File: src/rtl/pipeline_hazard_ctrl_pkg.sv
// Shared types and constants for the pipeline hazard controller.
package hazard_pkg;

    typedef enum logic [1:0] {
        M_IDLE = 2'd0,
        M_WAIT = 2'd1,
        M_ERR  = 2'd2
    } mem_state_t;

    localparam logic [1:0] FWD_RF  = 2'b00;
    localparam logic [1:0] FWD_WB  = 2'b01;
    localparam logic [1:0] FWD_MEM = 2'b10;

    localparam logic [3:0] REG_PC = 4'd15;

endpackage

File: src/rtl/pipeline_hazard_ctrl_if.sv
// Hazard-control bundle between the pipeline datapath (master) and the
// hazard controller (slave).
interface pipeline_hazard_ctrl_if #(
    parameter int unsigned CNT_W = 32
);
    logic [3:0] RA1D, RA2D, RA1E, RA2E;
    logic [3:0] WA3E, WA3M, WA3W;
    logic       RegWriteM, RegWriteW;
    logic       MemtoRegE;
    logic       PCSrcD, PCSrcE, PCSrcM, PCSrcW;
    logic       BranchTakenE;
    logic       MemAccessM, MemReadyM;

    logic       StallF, StallD, StallE, StallM;
    logic       FlushD, FlushE, FlushW;
    logic [1:0] ForwardAE, ForwardBE;
    logic       MemError;
    logic [CNT_W-1:0] StallCount;

    modport master (
        output RA1D, RA2D, RA1E, RA2E, WA3E, WA3M, WA3W,
               RegWriteM, RegWriteW, MemtoRegE,
               PCSrcD, PCSrcE, PCSrcM, PCSrcW, BranchTakenE,
               MemAccessM, MemReadyM,
        input  StallF, StallD, StallE, StallM, FlushD, FlushE, FlushW,
               ForwardAE, ForwardBE, MemError, StallCount
    );

    modport slave (
        input  RA1D, RA2D, RA1E, RA2E, WA3E, WA3M, WA3W,
               RegWriteM, RegWriteW, MemtoRegE,
               PCSrcD, PCSrcE, PCSrcM, PCSrcW, BranchTakenE,
               MemAccessM, MemReadyM,
        output StallF, StallD, StallE, StallM, FlushD, FlushE, FlushW,
               ForwardAE, ForwardBE, MemError, StallCount
    );

endinterface

File: src/rtl/pipeline_hazard_ctrl_forward_unit.sv
// Per-operand execute-stage forwarding select; memory stage wins over
// writeback, and the PC register is never forwarded.
module forward_unit
    import hazard_pkg::*;
(
    input  logic [3:0] ra,
    input  logic [3:0] wa_mem,
    input  logic [3:0] wa_wb,
    input  logic       we_mem,
    input  logic       we_wb,
    output logic [1:0] sel
);

    // Priority select: memory result, then writeback result, else register file.
    always_comb begin
        sel = FWD_RF;
        if (ra != REG_PC) begin
            if (we_mem && (wa_mem == ra)) begin
                sel = FWD_MEM;
            end else if (we_wb && (wa_wb == ra)) begin
                sel = FWD_WB;
            end
        end
    end

endmodule

File: src/rtl/pipeline_hazard_ctrl.sv
// Central hazard/sequencing controller for the 5-stage pipeline: stall and
// flush controls, operand forwarding, data-memory wait-state FSM, stall
// performance counter and sticky memory-timeout error.
module pipeline_hazard_ctrl
    import hazard_pkg::*;
#(
    parameter int unsigned MEM_TIMEOUT = 16,
    parameter int unsigned CNT_W       = 32
) (
    input  logic                  clk,
    input  logic                  rst,
    pipeline_hazard_ctrl_if.slave hz
);

    mem_state_t       state, state_nxt;
    logic [4:0]       wait_cnt, wait_cnt_nxt;
    logic [CNT_W-1:0] stall_count;

    logic ld_stall;
    logic pc_pend;
    logic mem_stall;
    logic halt;
    logic stall_f;

    forward_unit u_fwd_a (
        .ra     (hz.RA1E),
        .wa_mem (hz.WA3M),
        .wa_wb  (hz.WA3W),
        .we_mem (hz.RegWriteM),
        .we_wb  (hz.RegWriteW),
        .sel    (hz.ForwardAE)
    );

    forward_unit u_fwd_b (
        .ra     (hz.RA2E),
        .wa_mem (hz.WA3M),
        .wa_wb  (hz.WA3W),
        .we_mem (hz.RegWriteM),
        .we_wb  (hz.RegWriteW),
        .sel    (hz.ForwardBE)
    );

    assign ld_stall  = hz.MemtoRegE && ((hz.WA3E == hz.RA1D) || (hz.WA3E == hz.RA2D));
    assign pc_pend   = hz.PCSrcD || hz.PCSrcE || hz.PCSrcM;
    assign mem_stall = hz.MemAccessM && !hz.MemReadyM && (state != M_ERR);
    assign halt      = (state == M_ERR) || mem_stall;

    // Memory FSM state and wait counter register.
    always_ff @(posedge clk) begin
        if (rst) begin
            state    <= M_IDLE;
            wait_cnt <= '0;
        end else begin
            state    <= state_nxt;
            wait_cnt <= wait_cnt_nxt;
        end
    end

    // Memory FSM next-state: count wait cycles until ready or timeout.
    always_comb begin
        state_nxt    = state;
        wait_cnt_nxt = wait_cnt;
        unique case (state)
            M_IDLE: begin
                if (hz.MemAccessM && !hz.MemReadyM) begin
                    state_nxt    = M_WAIT;
                    wait_cnt_nxt = 5'd1;
                end
            end
            M_WAIT: begin
                if (hz.MemReadyM) begin
                    state_nxt    = M_IDLE;
                    wait_cnt_nxt = '0;
                end else if (wait_cnt == 5'(MEM_TIMEOUT - 1)) begin
                    state_nxt = M_ERR;
                end else begin
                    wait_cnt_nxt = wait_cnt + 5'd1;
                end
            end
            M_ERR: begin
                state_nxt = M_ERR;
            end
            default: begin
                state_nxt    = M_IDLE;
                wait_cnt_nxt = '0;
            end
        endcase
    end

    // Stall/flush outputs: a memory halt freezes everything and bubbles W;
    // otherwise load-use and control hazards drive the front end.
    always_comb begin
        stall_f   = 1'b0;
        hz.StallD = 1'b0;
        hz.StallE = 1'b0;
        hz.StallM = 1'b0;
        hz.FlushD = 1'b0;
        hz.FlushE = 1'b0;
        hz.FlushW = 1'b0;
        if (halt) begin
            stall_f   = 1'b1;
            hz.StallD = 1'b1;
            hz.StallE = 1'b1;
            hz.StallM = 1'b1;
            hz.FlushW = 1'b1;
        end else begin
            stall_f   = ld_stall || pc_pend;
            hz.StallD = ld_stall;
            hz.FlushD = pc_pend || hz.PCSrcW || hz.BranchTakenE;
            hz.FlushE = ld_stall || hz.BranchTakenE;
        end
    end

    assign hz.StallF = stall_f;

    // Saturating count of cycles with the fetch stage held.
    always_ff @(posedge clk) begin
        if (rst) begin
            stall_count <= '0;
        end else if (stall_f && (stall_count != '1)) begin
            stall_count <= stall_count + 1'b1;
        end
    end

    assign hz.StallCount = stall_count;
    assign hz.MemError   = (state == M_ERR);

endmodule

File: src/flat_wrapper.sv
// flat-port wrapper written by rule: the top's interface ports become plain ports
module pipeline_hazard_ctrl_flat import hazard_pkg::*;
#(
    parameter int unsigned MEM_TIMEOUT = 16,
    parameter int unsigned CNT_W       = 32
)
  (clk, rst, hz_RA1D, hz_RA2D, hz_RA1E, hz_RA2E, hz_WA3E, hz_WA3M, hz_WA3W, hz_RegWriteM, hz_RegWriteW, hz_MemtoRegE, hz_PCSrcD, hz_PCSrcE, hz_PCSrcM, hz_PCSrcW, hz_BranchTakenE, hz_MemAccessM, hz_MemReadyM, hz_StallF, hz_StallD, hz_StallE, hz_StallM, hz_FlushD, hz_FlushE, hz_FlushW, hz_ForwardAE, hz_ForwardBE, hz_MemError, hz_StallCount);
  pipeline_hazard_ctrl_if #(.CNT_W(CNT_W)) hz_i ();
  input  logic clk;
  input  logic rst;
  input wire logic [$bits(hz_i.RA1D)-1:0] hz_RA1D;
  input wire logic [$bits(hz_i.RA2D)-1:0] hz_RA2D;
  input wire logic [$bits(hz_i.RA1E)-1:0] hz_RA1E;
  input wire logic [$bits(hz_i.RA2E)-1:0] hz_RA2E;
  input wire logic [$bits(hz_i.WA3E)-1:0] hz_WA3E;
  input wire logic [$bits(hz_i.WA3M)-1:0] hz_WA3M;
  input wire logic [$bits(hz_i.WA3W)-1:0] hz_WA3W;
  input wire logic [$bits(hz_i.RegWriteM)-1:0] hz_RegWriteM;
  input wire logic [$bits(hz_i.RegWriteW)-1:0] hz_RegWriteW;
  input wire logic [$bits(hz_i.MemtoRegE)-1:0] hz_MemtoRegE;
  input wire logic [$bits(hz_i.PCSrcD)-1:0] hz_PCSrcD;
  input wire logic [$bits(hz_i.PCSrcE)-1:0] hz_PCSrcE;
  input wire logic [$bits(hz_i.PCSrcM)-1:0] hz_PCSrcM;
  input wire logic [$bits(hz_i.PCSrcW)-1:0] hz_PCSrcW;
  input wire logic [$bits(hz_i.BranchTakenE)-1:0] hz_BranchTakenE;
  input wire logic [$bits(hz_i.MemAccessM)-1:0] hz_MemAccessM;
  input wire logic [$bits(hz_i.MemReadyM)-1:0] hz_MemReadyM;
  output wire logic [$bits(hz_i.StallF)-1:0] hz_StallF;
  output wire logic [$bits(hz_i.StallD)-1:0] hz_StallD;
  output wire logic [$bits(hz_i.StallE)-1:0] hz_StallE;
  output wire logic [$bits(hz_i.StallM)-1:0] hz_StallM;
  output wire logic [$bits(hz_i.FlushD)-1:0] hz_FlushD;
  output wire logic [$bits(hz_i.FlushE)-1:0] hz_FlushE;
  output wire logic [$bits(hz_i.FlushW)-1:0] hz_FlushW;
  output wire logic [$bits(hz_i.ForwardAE)-1:0] hz_ForwardAE;
  output wire logic [$bits(hz_i.ForwardBE)-1:0] hz_ForwardBE;
  output wire logic [$bits(hz_i.MemError)-1:0] hz_MemError;
  output wire logic [$bits(hz_i.StallCount)-1:0] hz_StallCount;
  assign hz_i.RA1D = hz_RA1D;
  assign hz_i.RA2D = hz_RA2D;
  assign hz_i.RA1E = hz_RA1E;
  assign hz_i.RA2E = hz_RA2E;
  assign hz_i.WA3E = hz_WA3E;
  assign hz_i.WA3M = hz_WA3M;
  assign hz_i.WA3W = hz_WA3W;
  assign hz_i.RegWriteM = hz_RegWriteM;
  assign hz_i.RegWriteW = hz_RegWriteW;
  assign hz_i.MemtoRegE = hz_MemtoRegE;
  assign hz_i.PCSrcD = hz_PCSrcD;
  assign hz_i.PCSrcE = hz_PCSrcE;
  assign hz_i.PCSrcM = hz_PCSrcM;
  assign hz_i.PCSrcW = hz_PCSrcW;
  assign hz_i.BranchTakenE = hz_BranchTakenE;
  assign hz_i.MemAccessM = hz_MemAccessM;
  assign hz_i.MemReadyM = hz_MemReadyM;
  assign hz_StallF = hz_i.StallF;
  assign hz_StallD = hz_i.StallD;
  assign hz_StallE = hz_i.StallE;
  assign hz_StallM = hz_i.StallM;
  assign hz_FlushD = hz_i.FlushD;
  assign hz_FlushE = hz_i.FlushE;
  assign hz_FlushW = hz_i.FlushW;
  assign hz_ForwardAE = hz_i.ForwardAE;
  assign hz_ForwardBE = hz_i.ForwardBE;
  assign hz_MemError = hz_i.MemError;
  assign hz_StallCount = hz_i.StallCount;
  pipeline_hazard_ctrl #(.MEM_TIMEOUT(MEM_TIMEOUT), .CNT_W(CNT_W)) u_core (.clk(clk), .rst(rst), .hz(hz_i));
endmodule
File: config.mk
export PLATFORM = sky130hd
export DESIGN_NAME = pipeline_hazard_ctrl_flat
export DESIGN_NICKNAME = d
export VERILOG_FILES = /design/src/rtl/pipeline_hazard_ctrl_pkg.sv /design/src/rtl/pipeline_hazard_ctrl_if.sv /design/src/rtl/pipeline_hazard_ctrl_forward_unit.sv /design/src/rtl/pipeline_hazard_ctrl.sv /design/src/flat_wrapper.sv
export SDC_FILE = /design/constraint.sdc
export NUM_CORES = 1
export LEC_CHECK = 0
export ABC_AREA = 1
export BUFFER_PORTS_ARGS = -buffer_cell sky130_fd_sc_hd__buf_2
export CORE_UTILIZATION = 35
export DETAILED_ROUTE_END_ITERATION = 8
export PLACE_DENSITY = 0.56
export SLEW_MARGIN = 0
export SYNTH_ARGS = -nofsm -noshare
export SYNTH_HDL_FRONTEND = slang
export SYNTH_SLANG_ARGS = --single-unit
export TNS_END_PERCENT = 30
File: constraint.sdc
create_clock -name clk -period 2.04 [get_ports clk]
set_clock_uncertainty 0.15 [all_clocks]
set_input_delay 0.612 -clock clk [delete_from_list [all_inputs] [get_ports clk]]
set_output_delay 0.612 -clock clk [all_outputs]
set_load 0.01 [all_outputs]
==> results by group, run 1 <==
Detailed routing
  – Router iterations before antenna repair: 4
  – Initial DRC Count: 133
  – Drt total wl: 7.78 mm
  – Remaining DRCs: 0
  – Via count: 3,252
  – Antenna viol nets, final: 0
  – Vias/cell: 4.75
  – Mean routed wirelength per cell: 11.4 microns

Synthesis
  – Synth Area in Compound Gates: 0.120
  – Post-synthesis instance total: 484
  – Share of the synthesized area in the top cell type: 0.271
  – Post-synth net total: 527
  – Synth warn: 0
  – Post-Syn Area per Cell: 5.95 sq um
  – Post-Synth Simple-Gate Area: 0.448
  – Count leader, synth: nand2_1
  – Top_reg_cell synth: dfxtp_1
  – Mux share of post-synthesis cell area: 0
  – Synth top cells by count: 117 x nand2_1, 80 x nor2_1, 69 x inv_1, 45 x a21oi_1, 42 x nand3_1
  – XOR/XNOR Fraction of Synth Area: 0.0182
  – Synth top area cells: dfxtp_1 27%, nand2_1 15%, nor2_1 10%, inv_1 9.0%, a21oi_1 7.8%
  – Post-synth top area cell: dfxtp_1
  – #FFs+latches synth: 39
  – Main combinational cell family by area after synthesis: simple AND/OR/NAND/NOR gates
  – Post-synth EDFFs: 0
  – Synth Area in Adders: 0.0130
  – Post-synthesis sequential area ratio: 0.271
  – Synthesized area: 2880 sq um
  – Post-synth ARST share: 0
  – Count of different cell masters after synthesis: 33

Power and ir drop
  – Combinational share of power: 0.169
  – P_sw: 481 uW
  – Pwr dens: 485 nW/um^2
  – Internal power: 1410 uW
  – Clock power frac: 0.419
  – Sw Share: 0.254
  – Seq pwr share: 0.413
  – Worst VDD drop: 0.275 mV
  – Leak: 0.00197 uW

Timing
  – Tmin final: 2.20 ns
  – # setup viols final: 7
  – Fmax achieved: 455 MHz
  – Relative slew slack: 0.729
  – Crit share post-route: 1.08
  – Final hold slack: 0.337 ns
  – TNS Setup: -0.817 ns
  – RSZ-0062 raised after global routing: true
  – Fin. max-slew vios: 0
  – Count of final hold-check violations: 0
  – Final worst slack: -0.156 ns
  – Worst slew pin tran: 0.405 ns

Status
  – Violated checks: setup timing
  – Status: complete, but fails checks

Floorplanning
  – Die Span Y: 92.7 microns
  – Row count: 32
  – I/O pins: 84
  – Die Wd: 92.7 microns
  – Die footprint: 8600 sq um
  – Core footprint: 7850 sq um
  – Starting Density: 0.367

Worst setup path
  – Slowest Stage Delay on Critical Path: 0.17 ns
  – Kind of critical path: in2out
  – Worst path required time: 1.28 ns
  – Critical path fanouts, max: 4
  – Worst EP arrival: 1.43 ns
  – Endpoint kind of the worst setup timing path: output port
  – Reg2reg end: u_core.hz.StallCount[11]
  – CP top delay family: buffers and inverters
  – Buf/Inv on CP: 4
  – Worst reg2reg startpoint: u_core.hz.StallCount[0]
  – Crit-path cells: buf_8 > inv_8 > buf_4 > a21oi_2 > o2111ai_2 > nor3b_2 > buf_2
  – Reg2reg setup slack: 0.15 ns
  – CP Launch Type: input port
  – Slowest CP cell: nor3b_2
  – Reg2reg path depth: 10

Global route
  – Largest net degree at the start of global routing: 39
  – First-pass GRT wire length: 13.3 mm
  – Total GRT Usage: 0.187
  – Vias in the first global route: 3,015
  – Initial antenna violation count: 0
  – Grt ovf: 0

Worst hold path
  – Hold path start: u_core.wait_cnt[4]
  – Class of the worst hold path: reg2reg
  – Worst hold stages: 2
  – WHS Endpoint: u_core.wait_cnt[4]

Clock network
  – TritonCTS clock tree: done
  – Reg clk slew, reported paths: 0.08 ns
  – CTS Root Buffer Type: clkbuf_8
  – # H-tree levels: 2
  – CTS Sinks: 39
  – TritonCTS Buffers: 5
  – CTS max path bufs: 2
  – Worst skew pair latency: 0.30 ns
  – Post-CTS Hold Fix Bufs: 0

Final layout
  – Area Growth Syn to Fin: 35.4%
  – NumNets Final: 624
  – Fillers: 842
  – Layout cell share with drive strength beyond 1: 0.318
  – N_diodes: 0

Placed design
  – Placement Setup Slack: -0.216 ns
  – Gpl congestion: 0.868
  – PortBufs: 83
  – Dpl hpwl: 5.97 mm

Flow run
  – Max-cap violations: 0
[worst min-delay path: stages, from the launching register on]
cell      delay (ns)
dfxtp_1         0.30
inv_1           0.07
a221oi_1        0.07
[sequential cells by signal, summed over array words and instances, names as in the netlist]
signal / flops
u_core.hz.StallCount: 32
u_core.state: 2
u_core.wait_cnt: 5
[worst max path at each step]
stage                           from               to  slack [ns]  cells after the start
final                     hz_WA3M[0]  hz_ForwardAE[1]       -0.16                      7
after global routing      hz_WA3M[0]  hz_ForwardBE[1]       -0.21                      7
after CTS                 hz_WA3M[0]  hz_ForwardAE[1]       -0.18                      7
after detailed placement  hz_WA3M[0]  hz_ForwardAE[1]       -0.22                      7
after global placement    hz_WA3M[0]  hz_ForwardAE[1]       -0.21                      7
after floorplan           hz_WA3E[0]        hz_StallF       -0.05                     10
[power by group through the flow]
stage	combinational [uW]	clock (uW)	sequential [uW]
after global placement	258	0	798
after detailed placement	264	0	798
after floorplan	148	0	802
after global routing	355	835	782
after CTS	278	807	780
final	319	791	780
[cell usage in the layout, fill, tap and decap left out, types with 10 or more instances in the layout]
| cell type | count |
|---|---|
| a21oi_1 | 40 |
| inv_1 | 57 |
| inv_2 | 14 |
| buf_4 | 22 |
| nand2_1 | 108 |
| buf_2 | 67 |
| nand3_1 | 41 |
| nor2_2 | 10 |
| dfxtp_1 | 39 |
| nand2_2 | 17 |
| nor2_1 | 73 |
[stage by stage]
step	util	total power (uW)	cell area, sq um	instances
finish	0.497	1890	3900	684
global route	0.497	1970	3900	684
CTS	0.471	1860	3690	683
detailed placement	0.445	1060	3490	674
global placement	0.445	1060	3490	674
floorplan	-	950	2910	484
[area by class of cell]
type	instances	area (sq um)	area share
timing repair buffer	103	673	0.173
clock inverter	3	67.6	0.0173
sequential	39	781	0.200
multi-input combinational	355	1870	0.480
clock buffer	5	68.8	0.0177
tap	102	128	0.0327
inverter	77	309	0.0793
[cell families (layout without fill, tap and decap cells)]
kind of cell               count (synthesis)  in the layout
AOI/OAI and AO/OA                         63             63
DFF                                       39             39
buffers and inverters                     90            188
and+or+nand+nor                          283            283
adders and majority gates                  3              3
xor gates and xnor gates                   6              6
[metal layers]
metal | part of all wire | GRT usage
met1 | 0.49 | 0.248
met2 | 0.46 | 0.320
met3 | 0.037 | 0.0255
met4 | 0.015 | 0.0423
met5 | 0 | 0
[repair_timing]
item                                    in CTS  in global routing
endpoints found under the setup margin       7                 33
setup buffers                                1                  1
pin swaps                                    7                 29
gates resized for setup                     15                 64
Power figures use the tool's default switching activity.
==> inputs of run 2 (changes only) <==
ABC_AREA = not set   (was 1)
ABC_CLOCK_PERIOD_IN_PS = 2040   (was not set)
PLACE_DENSITY = 0.58   (was 0.56)
==> run 2 against run 1 <==
The run still ends with setup timing left. Setup slack worse by 0.22 ns. Clock power down 34%. Clock-buffer cell count up 2. Die area down 16%. Final area up 0.19%. Synthesized area down 17%. Wire length down 7.2%. Final cell count down 23%. Critical path depth unchanged. Register-to-register slack worse by 0.33 ns. Global-route usage up 0.71 points. Combinational power about the same. Largest cell class unchanged. Highest routed layer unchanged.
==> results by group, run 2 <==
Final layout
  – NumNets Final: 492
  – N_diodes: 0
  – Commonest cells after routing, fill and taps aside: 76 x buf_2, 69 x buf_4, 35 x dfxtp_1
  – Fillers: 581
  – Leading cell type in the layout, fill and taps excluded: buf_2
  – Max reg flops: 32
  – Area Growth Syn to Fin: 63.0%
  – Layout cell share with drive strength beyond 1: 0.516
  – Final instance area: 3910 sq um

Global route
  – Total GRT Usage: 0.194
  – Grt ovf: 0
  – Largest net degree at the start of global routing: 20
  – Initial antenna violation count: 0
  – First-pass GRT wire length: 11.2 mm
  – Vias in the first global route: 2,490

Placed design
  – Gpl congestion: 0.773
  – Placement Cell Area: 3360 sq um
  – Dpl hpwl: 4.93 mm
  – PortBufs: 83

Worst hold path
  – Class of the worst hold path: reg2reg

Synthesis
  – Post-synth EDFFs: 0
  – Count leader, synth: dfxtp_1
  – Post-synth top area cell: dfxtp_1
  – Post-synthesis sequential area ratio: 0.326
  – Post-Syn Area per Cell: 8.21 sq um
  – Post-synth net total: 335
  – Post-synthesis instance total: 292
  – Synth top area cells: dfxtp_1 33%, xor2_1 7.7%, a21oi_1 6.3%, or3_1 4.4%, o21ai_0 3.8%
  – Post-synth ARST share: 0
  – #FFs+latches synth: 39
  – Share of the synthesized area in the top cell type: 0.326
  – Synth warn: 0
  – Synth top cells by count: 39 x dfxtp_1, 30 x a21oi_1, 21 x nor2_1, 21 x xor2_1, 18 x o21ai_0
  – Top_reg_cell synth: dfxtp_1
  – Count of different cell masters after synthesis: 45
  – Synthesized area: 2400 sq um

Timing
  – Fin. max-slew vios: 0
  – Relative slew slack: 0.749
  – RSZ-0062 raised after global routing: true
  – Final hold slack: 0.341 ns
  – Tmin final: 2.42 ns
  – Crit share post-route: 1.19
  – Worst slew pin tran: 0.376 ns
  – Final worst slack: -0.380 ns
  – Fmax achieved: 413 MHz
  – Count of final hold-check violations: 0
  – # setup viols final: 37

Worst setup path
  – Critical path fanouts, max: 4
  – Worst EP arrival: 1.66 ns
  – Worst path required time: 1.28 ns
  – Kind of critical path: in2out
  – Endpoint kind of the worst setup timing path: output port
  – CP Launch Type: input port

Status
  – Violated checks: setup timing
  – Status: complete, but fails checks

Clock network
  – Post-CTS Hold Fix Bufs: 0
  – TritonCTS clock tree: done
  – TritonCTS Buffers: 5
  – Reg clk slew, reported paths: 0.07 ns
  – Worst skew pair latency: 0.29 ns
  – CTS Sinks: 39
  – # H-tree levels: 2
  – CTS Root Buffer Type: clkbuf_8
  – CTS max path bufs: 2

Floorplanning
  – Starting Density: 0.369
  – Die footprint: 7180 sq um
  – Core footprint: 6490 sq um
  – Die Wd: 84.7 microns
  – Row count: 29
  – Die Span Y: 84.7 microns
  – I/O pins: 84

Detailed routing
  – Initial DRC Count: 71
  – Remaining DRCs: 0
  – Router iterations before antenna repair: 6
  – Antenna viol nets, final: 0
  – Via count: 2,746
  – Drt total wl: 7.22 mm
  – Vias/cell: 5.21
  – Mean routed wirelength per cell: 13.7 microns

Power and ir drop
  – Overall Power: 1620 uW
  – Pwr dens: 415 nW/um^2
  – Worst VDD drop: 0.265 mV
  – Leak: 0.00167 uW

Flow run
  – Max-cap violations: 0
run 2: cell type report:
class | count | area (sq um) | area share
Multi-Input combinational cell | 232 | 1780 | 0.457
Timing Repair Buffer | 164 | 1130 | 0.290
Sequential cell | 39 | 786 | 0.201
Tap cell | 77 | 96.3 | 0.0247
Clock buffer | 7 | 76.3 | 0.0195
Inverter | 7 | 26.3 | 0.00673
Clock inverter | 1 | 5.00 | 0.00128
run 2: timing repair:
item                                    4_1_cts  5_1_grt
resized for setup                            34       50
endpoints found under the setup margin       38       43
gates cloned                                  2        0
buffers inserted                              8        4
pin swaps                                    21       21
run 2: power breakdown:
part / switching (uW) / leakage (uW) / internal, uW / total (uW)
clock network: 285 / 0.0000422 / 241 / 525
registers: 8.95 / 0.000316 / 771 / 780
logic: 153 / 0.00131 / 163 / 316
total: 447 / 0.00167 / 1170 / 1620
run 2: worst paths after layout:
check | cells after the start | slack [ns] | endpoint | start
min | 2 | 0.34 | u_core.wait_cnt[1] | u_core.wait_cnt[1]
min reg2reg | 2 | 0.34 | u_core.wait_cnt[1] | u_core.wait_cnt[1]
max | 7 | -0.38 | hz_FlushE | hz_RA1D[2]
max reg2reg | 9 | -0.18 | u_core.hz.StallCount[29] | u_core.hz.StallCount[1]
run 2: critical path, stage by stage:
cell     delay, ns
buf_2         0.11
xor2_1        0.17
nor4_2        0.28
o21ai_2       0.12
buf_6         0.13
a21oi_2       0.10
buf_2         0.13
run 2: per-stage QoR:
| stage | setup slack (ns) | cells | util | TNS, ns |
|---|---|---|---|---|
| 2_1_floorplan | -0.239 | 292 | - | -5.44 |
| 3_3_place_gp | -0.454 | 505 | 0.518 | -14.37 |
| 3_5_place_dp | -0.479 | 505 | 0.518 | -14.88 |
| 4_1_cts | -0.347 | 523 | 0.568 | -6.62 |
| 5_1_grt | -0.421 | 527 | 0.601 | -8.98 |
| 6_report | -0.380 | 527 | 0.601 | -6.91 |
run 2: cell families after synthesis:
group,Yosys count,share of synthesized area
fa+ha+maj,3,0.0157
mux,6,0.0277
simple gates,127,0.310
compound gates,67,0.170
buf+inv,22,0.0486
xor+xnor,28,0.102
flops,39,0.326
run 2: routing by layer:
metal  track usage  wire length [microns]  share of wire  up-vias
li1              -                      -              -     1389
met3        0.0403                    238          0.033        8
met5             0                      0              0        -
met2         0.339                   3630           0.50       60
met1         0.245                   3270           0.45     1289
met4        0.0447                     77          0.011        0
